$ cat config.mk
export PLATFORM = sky130hd
export DESIGN_NAME = riscv_irq_arbiter
export DESIGN_NICKNAME = d
export VERILOG_FILES = /design/src/rtl/riscv_defines.sv /design/src/rtl/riscv_irq_prio_enc.sv /design/src/rtl/riscv_irq_arbiter.sv
export SDC_FILE = /design/constraint.sdc
export NUM_CORES = 1
export LEC_CHECK = 0
export BUFFER_PORTS_ARGS = -buffer_cell sky130_fd_sc_hd__buf_2
export CAP_MARGIN = 20
export CORE_MARGIN = 8
export CORE_UTILIZATION = 30
export CTS_CLUSTER_SIZE = 12
export DETAILED_ROUTE_END_ITERATION = 12
export GPL_TIMING_DRIVEN = 0
export PLACE_DENSITY = 0.65
export SLEW_MARGIN = 20
export SYNTH_ARGS = -nofsm -noshare
export SYNTH_HDL_FRONTEND = slang
export SYNTH_SLANG_ARGS = --single-unit
$ cat constraint.sdc
create_clock -name clk -period 1.8 [get_ports clk]
set_clock_uncertainty 0.1 [all_clocks]
set_input_delay 0.36 -clock clk [delete_from_list [all_inputs] [get_ports clk]]
set_output_delay 0.36 -clock clk [all_outputs]
set_load 0.05 [all_outputs]
$ cat src/rtl/riscv_defines.sv
// rtl/riscv_defines.sv - shared privilege-level and interrupt arbiter FSM types
package riscv_defines;

   typedef enum logic [1:0] {
      PRIV_LVL_U = 2'b00,
      PRIV_LVL_S = 2'b01,
      PRIV_LVL_H = 2'b10,
      PRIV_LVL_M = 2'b11
   } PrivLvl_t;

   typedef enum logic [1:0] {
      IRQ_IDLE    = 2'b00,
      IRQ_PENDING = 2'b01,
      IRQ_DONE    = 2'b10
   } irq_state_e;

endpackage

$ cat src/rtl/riscv_irq_prio_enc.sv
// rtl/riscv_irq_prio_enc.sv - fixed-priority encoder, highest set index wins
module riscv_irq_prio_enc #(
   parameter int NUM_IRQ = 32,
   localparam int ID_W = $clog2(NUM_IRQ)
) (
   input  logic [NUM_IRQ-1:0] req_i,
   output logic               valid_o,
   output logic [ID_W-1:0]    id_o,
   output logic [NUM_IRQ-1:0] onehot_o
);

   always_comb begin
      valid_o  = 1'b0;
      id_o     = '0;
      onehot_o = '0;
      // Ascending scan: a later (higher) hit overrides earlier ones.
      for (int i = 0; i < NUM_IRQ; i++) begin
         if (req_i[i]) begin
            valid_o     = 1'b1;
            id_o        = ID_W'(i);
            onehot_o    = '0;
            onehot_o[i] = 1'b1;
         end
      end
   end

endmodule

$ cat src/rtl/riscv_irq_arbiter.sv
// rtl/riscv_irq_arbiter.sv - interrupt capture/arbitration FSM; RISCV_IRQ_PREEMPT_EN enables re-arbitration while pending
module riscv_irq_arbiter
   import riscv_defines::*;
#(
   parameter int NUM_IRQ     = 32,
   parameter int PULP_SECURE = 0,
   localparam int ID_W = $clog2(NUM_IRQ)
) (
   input  logic               clk,
   input  logic               rst_n,
   input  logic [NUM_IRQ-1:0] irq_i,
   input  logic [NUM_IRQ-1:0] irq_mask_i,
   input  logic [NUM_IRQ-1:0] irq_sec_i,
   input  logic               m_ie_i,
   input  logic               u_ie_i,
   input  PrivLvl_t           priv_lvl_i,
   input  logic               ctrl_ack_i,
   input  logic               ctrl_kill_i,
   output logic               irq_req_ctrl_o,
   output logic [ID_W-1:0]    irq_id_ctrl_o,
   output logic               irq_sec_ctrl_o,
   output logic [NUM_IRQ-1:0] irq_onehot_o
);

   localparam logic [NUM_IRQ-1:0] NMI_BIT = {1'b1, {(NUM_IRQ-1){1'b0}}};

   irq_state_e         state_q, state_d;
   logic [ID_W-1:0]    id_q, id_d;
   logic               sec_q, sec_d;
   logic [NUM_IRQ-1:0] onehot_q, onehot_d;

   logic [NUM_IRQ-1:0] cand;
   logic               win_valid;
   logic [ID_W-1:0]    win_id;
   logic [NUM_IRQ-1:0] win_onehot;
   logic               win_sec;
   logic               glob_en;
   logic               cand_en;

   assign cand = irq_i & (irq_mask_i | NMI_BIT);

   riscv_irq_prio_enc #(.NUM_IRQ(NUM_IRQ)) u_prio_enc (
      .req_i    (cand),
      .valid_o  (win_valid),
      .id_o     (win_id),
      .onehot_o (win_onehot)
   );

   assign win_sec = |(win_onehot & irq_sec_i);

   always_comb begin
      glob_en = m_ie_i;
      if (PULP_SECURE != 0) begin
         glob_en = ((u_ie_i | win_sec) & (priv_lvl_i == PRIV_LVL_U)) |
                   (m_ie_i & (priv_lvl_i == PRIV_LVL_M));
      end
   end

   // The NMI is never gated by the global enables.
   assign cand_en = win_valid & (win_onehot[NUM_IRQ-1] | glob_en);

   always_comb begin
      state_d  = state_q;
      id_d     = id_q;
      sec_d    = sec_q;
      onehot_d = onehot_q;
      case (state_q)
         IRQ_IDLE: begin
            if (cand_en) begin
               state_d  = IRQ_PENDING;
               id_d     = win_id;
               sec_d    = win_sec;
               onehot_d = win_onehot;
            end
         end
         IRQ_PENDING: begin
            if (ctrl_ack_i) begin
               state_d  = IRQ_DONE;
               sec_d    = 1'b0;
               onehot_d = '0;
            end else if (ctrl_kill_i) begin
               state_d  = IRQ_IDLE;
               sec_d    = 1'b0;
               onehot_d = '0;
            end
`ifdef RISCV_IRQ_PREEMPT_EN
            else if (cand_en && (win_id > id_q)) begin
               id_d     = win_id;
               sec_d    = win_sec;
               onehot_d = win_onehot;
            end
`else
            else begin
               state_d = IRQ_PENDING;
            end
`endif
         end
         IRQ_DONE: begin
            state_d  = IRQ_IDLE;
            sec_d    = 1'b0;
            onehot_d = '0;
         end
         default: begin
            state_d  = IRQ_IDLE;
            sec_d    = 1'b0;
            onehot_d = '0;
         end
      endcase
   end

   always_ff @(posedge clk or negedge rst_n) begin
      if (!rst_n) begin
         state_q  <= IRQ_IDLE;
         id_q     <= '0;
         sec_q    <= 1'b0;
         onehot_q <= '0;
      end else begin
         state_q  <= state_d;
         id_q     <= id_d;
         sec_q    <= sec_d;
         onehot_q <= onehot_d;
      end
   end

   assign irq_req_ctrl_o = (state_q == IRQ_PENDING);
   assign irq_id_ctrl_o  = id_q;
   assign irq_sec_ctrl_o = sec_q;
   assign irq_onehot_o   = onehot_q;

endmodule

==> metrics.md, run 1 <==
| Metric | Value |
|---|---|
| Clock Root Buffer | `clkbuf_8` |
| Mapped Nets | `385` |
| Synth Warn # | `0` |
| Worst setup margin | `-0.143 ns` |
| Critical path buffer and inverter count | `1` |
| Port Buffer Count | `137` |
| Gate power share | `between 50% and 60%` |
| Net switching power | `approximately 1.5 mW` |
| Pwr per Cell Area | `between 800 and 900 nW/um^2` |
| DIE AREA | `around 12,000 um^2` |
| #FFs+latches synth | `40` |
| Tot GR Track Use | `17.1%` |
| Mapped cell area | `2550 um^2` |
| Post-DP HPWL | `about 8100 um` |
| Cells after Synth | `approximately 280` |
| Number of vias per cell | `between 5 and 6` |
| Sink Count | `40` |
| Ports | `between 100 and 150` |
| Die height | `about 110 um` |
| Relative slew margins | `37.0%` |
| Startpoint Class | `input pin` |
| Inst Count DP | `roughly 520` |
| Cts hold-fix bufs | `0` |
| Period utilisation layout | `108%` |
| Hold Path Class | `in -> async` |
| Critical path type | `in -> reg` |
| Inserted Diodes | `0` |
| Finished Layout Cells | `approximately 560` |
| First-pass GRT wire length | `~16,000 um` |
| CP peak stage delay | `between 0.3 and 0.4 ns` |
| Slowest-stage cell, CP | `nor4_4` |
| Vias | `between 3,000 and 4,000` |
| VDD IR max | `around 0.33 mV` |
| Total Wirelength | `around 11,000 um` |
| Sw frac | `40.5%` |
| Syn avg cell area | `between 9 and 10 um^2` |
| Delay-heaviest family, CP | `simple AND/OR/NAND/NOR gates` |
| First drt pass iteration count | `4` |
| Initial antenna violation count | `0` |
| Vias in the first global route | `3,160` |
| Post-DRT Antenna Nets | `0` |
| RD Place Congestion | `between 0.8 and 0.9` |
| Number of flops mapped to enable cells by yosys | `0` |
| WP data required | `around 1.9 ns` |
| Ys async rst share | `100%` |
| Num CTS Buffers | `5` |
| Failing checks | `negative setup slack` |
| Critical path arrival | `around 2.0 ns` |
| CORE AREA | `slightly above 8000 um^2` |
| Final number of hold-violating endpoints | `0` |
| Worst-path maximum fanout | `4` |
| Max_cap viols | `0` |
| Sum Neg Setup Slack | `-3.20 ns` |
| Syn-to-layout area delta | `63.6%` |
| Clk slew on worst S/H paths | `0.08 ns` |
| Maximum clock path buffer count | `2` |
| Layout cell share with drive strength beyond 1 | `a little over half` |
| Leakage power | `2.08 nW` |
| H-Tree Depth | `2` |
| Clock latency on the worst-skew pair | `roughly 0.29 ns` |
| Nets | `around 560` |
| Per-cell routed wire length | `approximately 19 um` |
| Maximum clock rate | `just over 0.5 GHz` |
| Slew Limit Fails | `0` |
| First DRT Iteration DRCs | `approximately 140` |
| Unrepaired setup endpoints after global routing | `true` |
| Sequential area share after synthesis | `roughly 39%` |
| CTS tree | `built` |
| Endpoint class of the critical path | `register` |
| Cell variety after synth | `between 40 and 50` |
| Residual DRC count | `0` |
| # setup viols final | `33` |
| Minimum clock period | `a little under 2 ns` |
| Rows | `33` |
| Starting density of the core | `between 30% and 40%` |
| Status | `finished, violations left` |
| Largest net degree at the start of global routing | `41` |
| Worst path most repeated cell | `nor2b_4` |
| Commonest non-fill, non-tap cell in the layout | `buf_2` |
| Top_reg_cell synth | `dfrtp_1` |
| Power Internal | `approximately 2.2 mW` |
| Grt ovf | `0` |
| Seq pwr share | `between 20% and 30%` |
| Clock power frac | `17.1%` |
| Most frequent cells in the layout | `buf_2, dfrtp_1, nand2_1, buf_4, nand3_1` |
| Worst-Margin Slew | `around 0.95 ns` |
| Critical-path cell list | `buf_8 -> a22o_4 -> nor4_4 -> nand4_2 -> and2_4 -> nor2b_4 -> nor2b_4 -> a32o_1` |
| Die width | `108 um` |
[final timing paths]
path,from,endpoint,slack (ns),cells after the start
max,irq_mask_i[7],irq_onehot_o[21],-0.14,8
min,rst_n,irq_onehot_o[22],0.11,1
max reg2reg,state_q[1],irq_sec_ctrl_o,-0.04,6
min reg2reg,irq_onehot_o[3],irq_onehot_o[3],0.38,2
max in group asynchronous,rst_n,irq_onehot_o[10],0.90,1
min in group clk,ctrl_ack_i,state_q[1],0.19,2
[power groups by stage]
stage	Sequential, mW	Combinational (mW)	Clock [mW]
finish	1.06	1.98	0.627
global route	1.07	2.09	0.694
CTS	1.05	1.54	0.647
detailed placement	1.06	1.36	0
global placement	1.06	1.35	0
floorplan	1.31	0.632	0
[flip-flops by register name, summed over array words and instances, names as in the netlist]
signal / count
irq_onehot_o: 32
state_q: 2
irq_sec_ctrl_o: 1
irq_id_ctrl_o: 5
[layout make-up]
| cell class | instances | area [um^2] |
|---|---|---|
| fillers | 785 | 4040 |
| inverters | 2 | 7.51 |
| multi-input cells | 234 | 1770 |
| repair buffers | 164 | 1090 |
| well taps | 105 | 131 |
| clock buffers | 6 | 82.6 |
| plain buffers | 5 | 81.3 |
| clock inverters | 2 | 10.0 |
| flip-flops and latches | 40 | 1000 |
[cell usage after synthesis, types with 4 or more instances]
library cell	instances	share of area, %
and2_1	6	1.5
a31oi_1	8	2.0
a21oi_1	14	2.7
buf_6	5	2.2
nor2_1	18	2.6
a22o_2	16	6.3
o21ai_0	19	3.7
nand2_1	56	8.2
a32o_2	4	1.8
a22o_1	6	2.1
nand3_1	20	3.9
a32o_1	5	2.0
dfrtp_1	40	39
nor3_1	4	0.78
nand4_1	4	0.98
[worst register-to-register path, delay by kind of cell, from the launching register on]
family | cells | cell delay [ns]
DFF | 1 | 0.45
and+or+nand+nor | 5 | 1.03
AOI/OAI and AO/OA | 1 | 0.18
[per-layer routing]
metal  track usage (%)  up-vias  part of all wire (%)
met5                 0        -                     0
met4              2.78        0                   1.1
met3              4.88       11                   8.0
met2              29.1      112                    48
met1              21.1     1482                    43
li1                  -     1449                     -
[cell families after synthesis]
kind of cell	count (synthesis)	share of synthesized area [%]
buffers and inverters	7	2.50
AOI/OAI and AO/OA	110	33.6
DFF	40	39.2
and+or+nand+nor	124	24.7
[repair_timing]
action	in CTS	in global routing
cloned	0	4
pin swaps	16	27
setup buffers	12	11
resized for setup	40	61
endpoints found under the setup margin	39	39
[per-stage QoR]
stage / cell area, um^2 / hold WS (ns) / setup WS [ns] / utilization [%] / power, mW
6_report: 4180 / 0.111 / -0.143 / 50.8 / 3.67
3_5_place_dp: 3400 / 0.366 / -0.780 / 41.4 / 2.43
5_1_grt: 4180 / 0.176 / -0.215 / 50.8 / 3.85
3_3_place_gp: 3400 / 0.353 / -0.747 / 41.4 / 2.41
4_1_cts: 3790 / 0.144 / -0.130 / 46.1 / 3.23
2_1_floorplan: 2580 / -0.0356 / -0.226 / - / 1.94
Note: power is estimated with default switching activity, not from simulation.
==> run 2: changes to the inputs <==
--- a/config.mk
+++ b/config.mk
@@ -12,7 +12,6 @@
 export CTS_CLUSTER_SIZE = 12
 export DETAILED_ROUTE_END_ITERATION = 12
 export GPL_TIMING_DRIVEN = 0
-export PLACE_DENSITY = 0.65
 export SLEW_MARGIN = 20
 export SYNTH_ARGS = -nofsm -noshare
 export SYNTH_HDL_FRONTEND = slang
==> metrics.md, run 2 (synthesis results as in run 1) <==
| Metric | Value |
|---|---|
| Starting density of the core | `a little over 30%` |
| Vias | `about 3,000` |
| Clock Root Buffer | `clkbuf_8` |
| Endpoint class of the critical path | `register` |
| CTS tree | `built` |
| Post-DRT Antenna Nets | `0` |
| Rows | `33` |
| First-pass GRT wire length | `between 15,000 and 20,000 um` |
| Final number of hold-violating endpoints | `0` |
| CORE AREA | `between 8000 and 9000 um^2` |
| Critical path arrival | `roughly 2.0 ns` |
| Vias in the first global route | `about 3,200` |
| Die height | `around 110 um` |
| Largest net degree at the start of global routing | `41` |
| Post-DP HPWL | `between 8000 and 9000 um` |
| First drt pass iteration count | `5` |
| Total Wirelength | `approximately 10,000 um` |
| Inserted Diodes | `0` |
| Syn-to-layout area delta | `63.1%` |
| Critical path buffer and inverter count | `1` |
| Multi-input combinational cell area | `1810 um^2` |
| H-Tree Depth | `2` |
| Hold Path Class | `in -> async` |
| WP data required | `approximately 1.9 ns` |
| Critical-path cell list | `buf_8 -> a22o_4 -> nor4_4 -> nand4_2 -> and2_4 -> nor2b_4 -> nor2b_4 -> a32o_1` |
| Slowest-stage cell, CP | `nor4_4` |
| Startpoint Class | `input pin` |
| Residual DRC count | `0` |
| # setup viols final | `34` |
| # fillers | `813` |
| CP peak stage delay | `0.39 ns` |
| Clock latency on the worst-skew pair | `approximately 0.29 ns` |
| Final Cell Area | `between 4000 and 5000 um^2` |
| Pwr per Cell Area | `approximately 860 nW/um^2` |
| Leakage power | `~2.1 nW` |
| Cts hold-fix bufs | `0` |
| Max_cap viols | `0` |
| Slew Limit Fails | `0` |
| VDD IR max | `around 0.43 mV` |
| Tot GR Track Use | `~18%` |
| Maximum clock rate | `~0.51 GHz` |
| Number of flip-flops in the largest register | `32` |
| Worst-path maximum fanout | `4` |
| Die width | `between 100 and 150 um` |
| Initial antenna violation count | `0` |
| Worst setup margin | `-0.147 ns` |
| Status | `finished, violations left` |
| Grt ovf | `0` |
| Delay-heaviest family, CP | `simple AND/OR/NAND/NOR gates` |
| Critical path type | `in -> reg` |
| Ports | `roughly 140` |
| Number of vias per cell | `roughly 5.4` |
| Clk slew on worst S/H paths | `around 0.07 ns` |
| First DRT Iteration DRCs | `106` |
| RD Place Congestion | `about 0.81` |
| Relative slew margins | `a little under two fifths` |
| FF+latch area | `approximately 1000 um^2` |
| Per-cell routed wire length | `roughly 19 um` |
| Sink Count | `40` |
| Failing checks | `negative setup slack` |
| Most frequent cells in the layout | `buf_2, dfrtp_1, nand2_1, buf_4, nand3_1` |
| Num CTS Buffers | `5` |
| Commonest non-fill, non-tap cell in the layout | `buf_2` |
| Period utilisation layout | `108%` |
| Port Buffer Count | `between 100 and 150` |
| WHS | `between 0.1 and 0.15 ns` |
| Nets | `approximately 560` |
| Unrepaired setup endpoints after global routing | `true` |
| DIE AREA | `around 12,000 um^2` |
| Worst-Margin Slew | `~0.94 ns` |
| Minimum clock period | `between 1.5 and 2 ns` |
| Layout cell share with drive strength beyond 1 | `between 50% and 60%` |
| Maximum clock path buffer count | `2` |
| Worst path most repeated cell | `nor2b_4` |
| Placed cell area | `3400 um^2` |
-- run 2: stage by stage --
step	setup TNS, ns	utilization [%]	cells	power (mW)	setup slack [ns]
2_1_floorplan	-5.72	-	281	1.94	-0.226
3_3_place_gp	-23.32	41.4	523	2.41	-0.687
3_5_place_dp	-23.86	41.4	523	2.43	-0.721
4_1_cts	-2.84	47.6	551	3.39	-0.122
5_1_grt	-6.86	50.7	560	3.79	-0.230
6_report	-3.64	50.7	560	3.59	-0.147
-- run 2: report_power, final --
part           internal (mW)  leakage (nW)  switching, mW
Clock                  0.306        0.0510          0.321
Combinational          0.829          1.51           1.08
Sequential             0.985         0.531         0.0708
-- run 2: timing repair --
item,in CTS,in global routing
gates resized for setup,54,47
endpoints found under the setup margin,39,37
pin swaps,25,20
gates cloned,2,1
endpoints found under the hold margin,0,0
buffers inserted,18,9
-- run 2: final cells by class --
type | instances | share of cell area [%]
multi-input combinational | 234 | 43.6
sequential | 40 | 24.0
buffer | 5 | 1.83
inverter | 2 | 0.180
clock buffer | 6 | 1.98
tap | 105 | 3.16
timing repair buffer | 166 | 25.0
clock inverter | 2 | 0.240
-- run 2: path summary, 6_finish.rpt --
kind / startpoint / to / slack (ns) / cells after the start
worst max-delay path: irq_mask_i[25] / irq_onehot_o[21] / -0.15 / 8
worst min-delay path: rst_n / irq_onehot_o[22] / 0.11 / 1
worst max register to register: state_q[1] / irq_id_ctrl_o[1] / -0.01 / 6
worst min register to register: irq_onehot_o[1] / irq_onehot_o[1] / 0.38 / 2
max in group asynchronous: rst_n / irq_id_ctrl_o[0] / 0.91 / 1
min in group clk: ctrl_ack_i / state_q[1] / 0.19 / 2
-- run 2: metal layers --
layer	up-vias	global-route usage, %	wire length, um
met5	-	0	0
met4	0	3.17	62
met3	7	6.01	945
met2	119	29.8	4970
met1	1457	21.2	4490
li1	1455	-	-
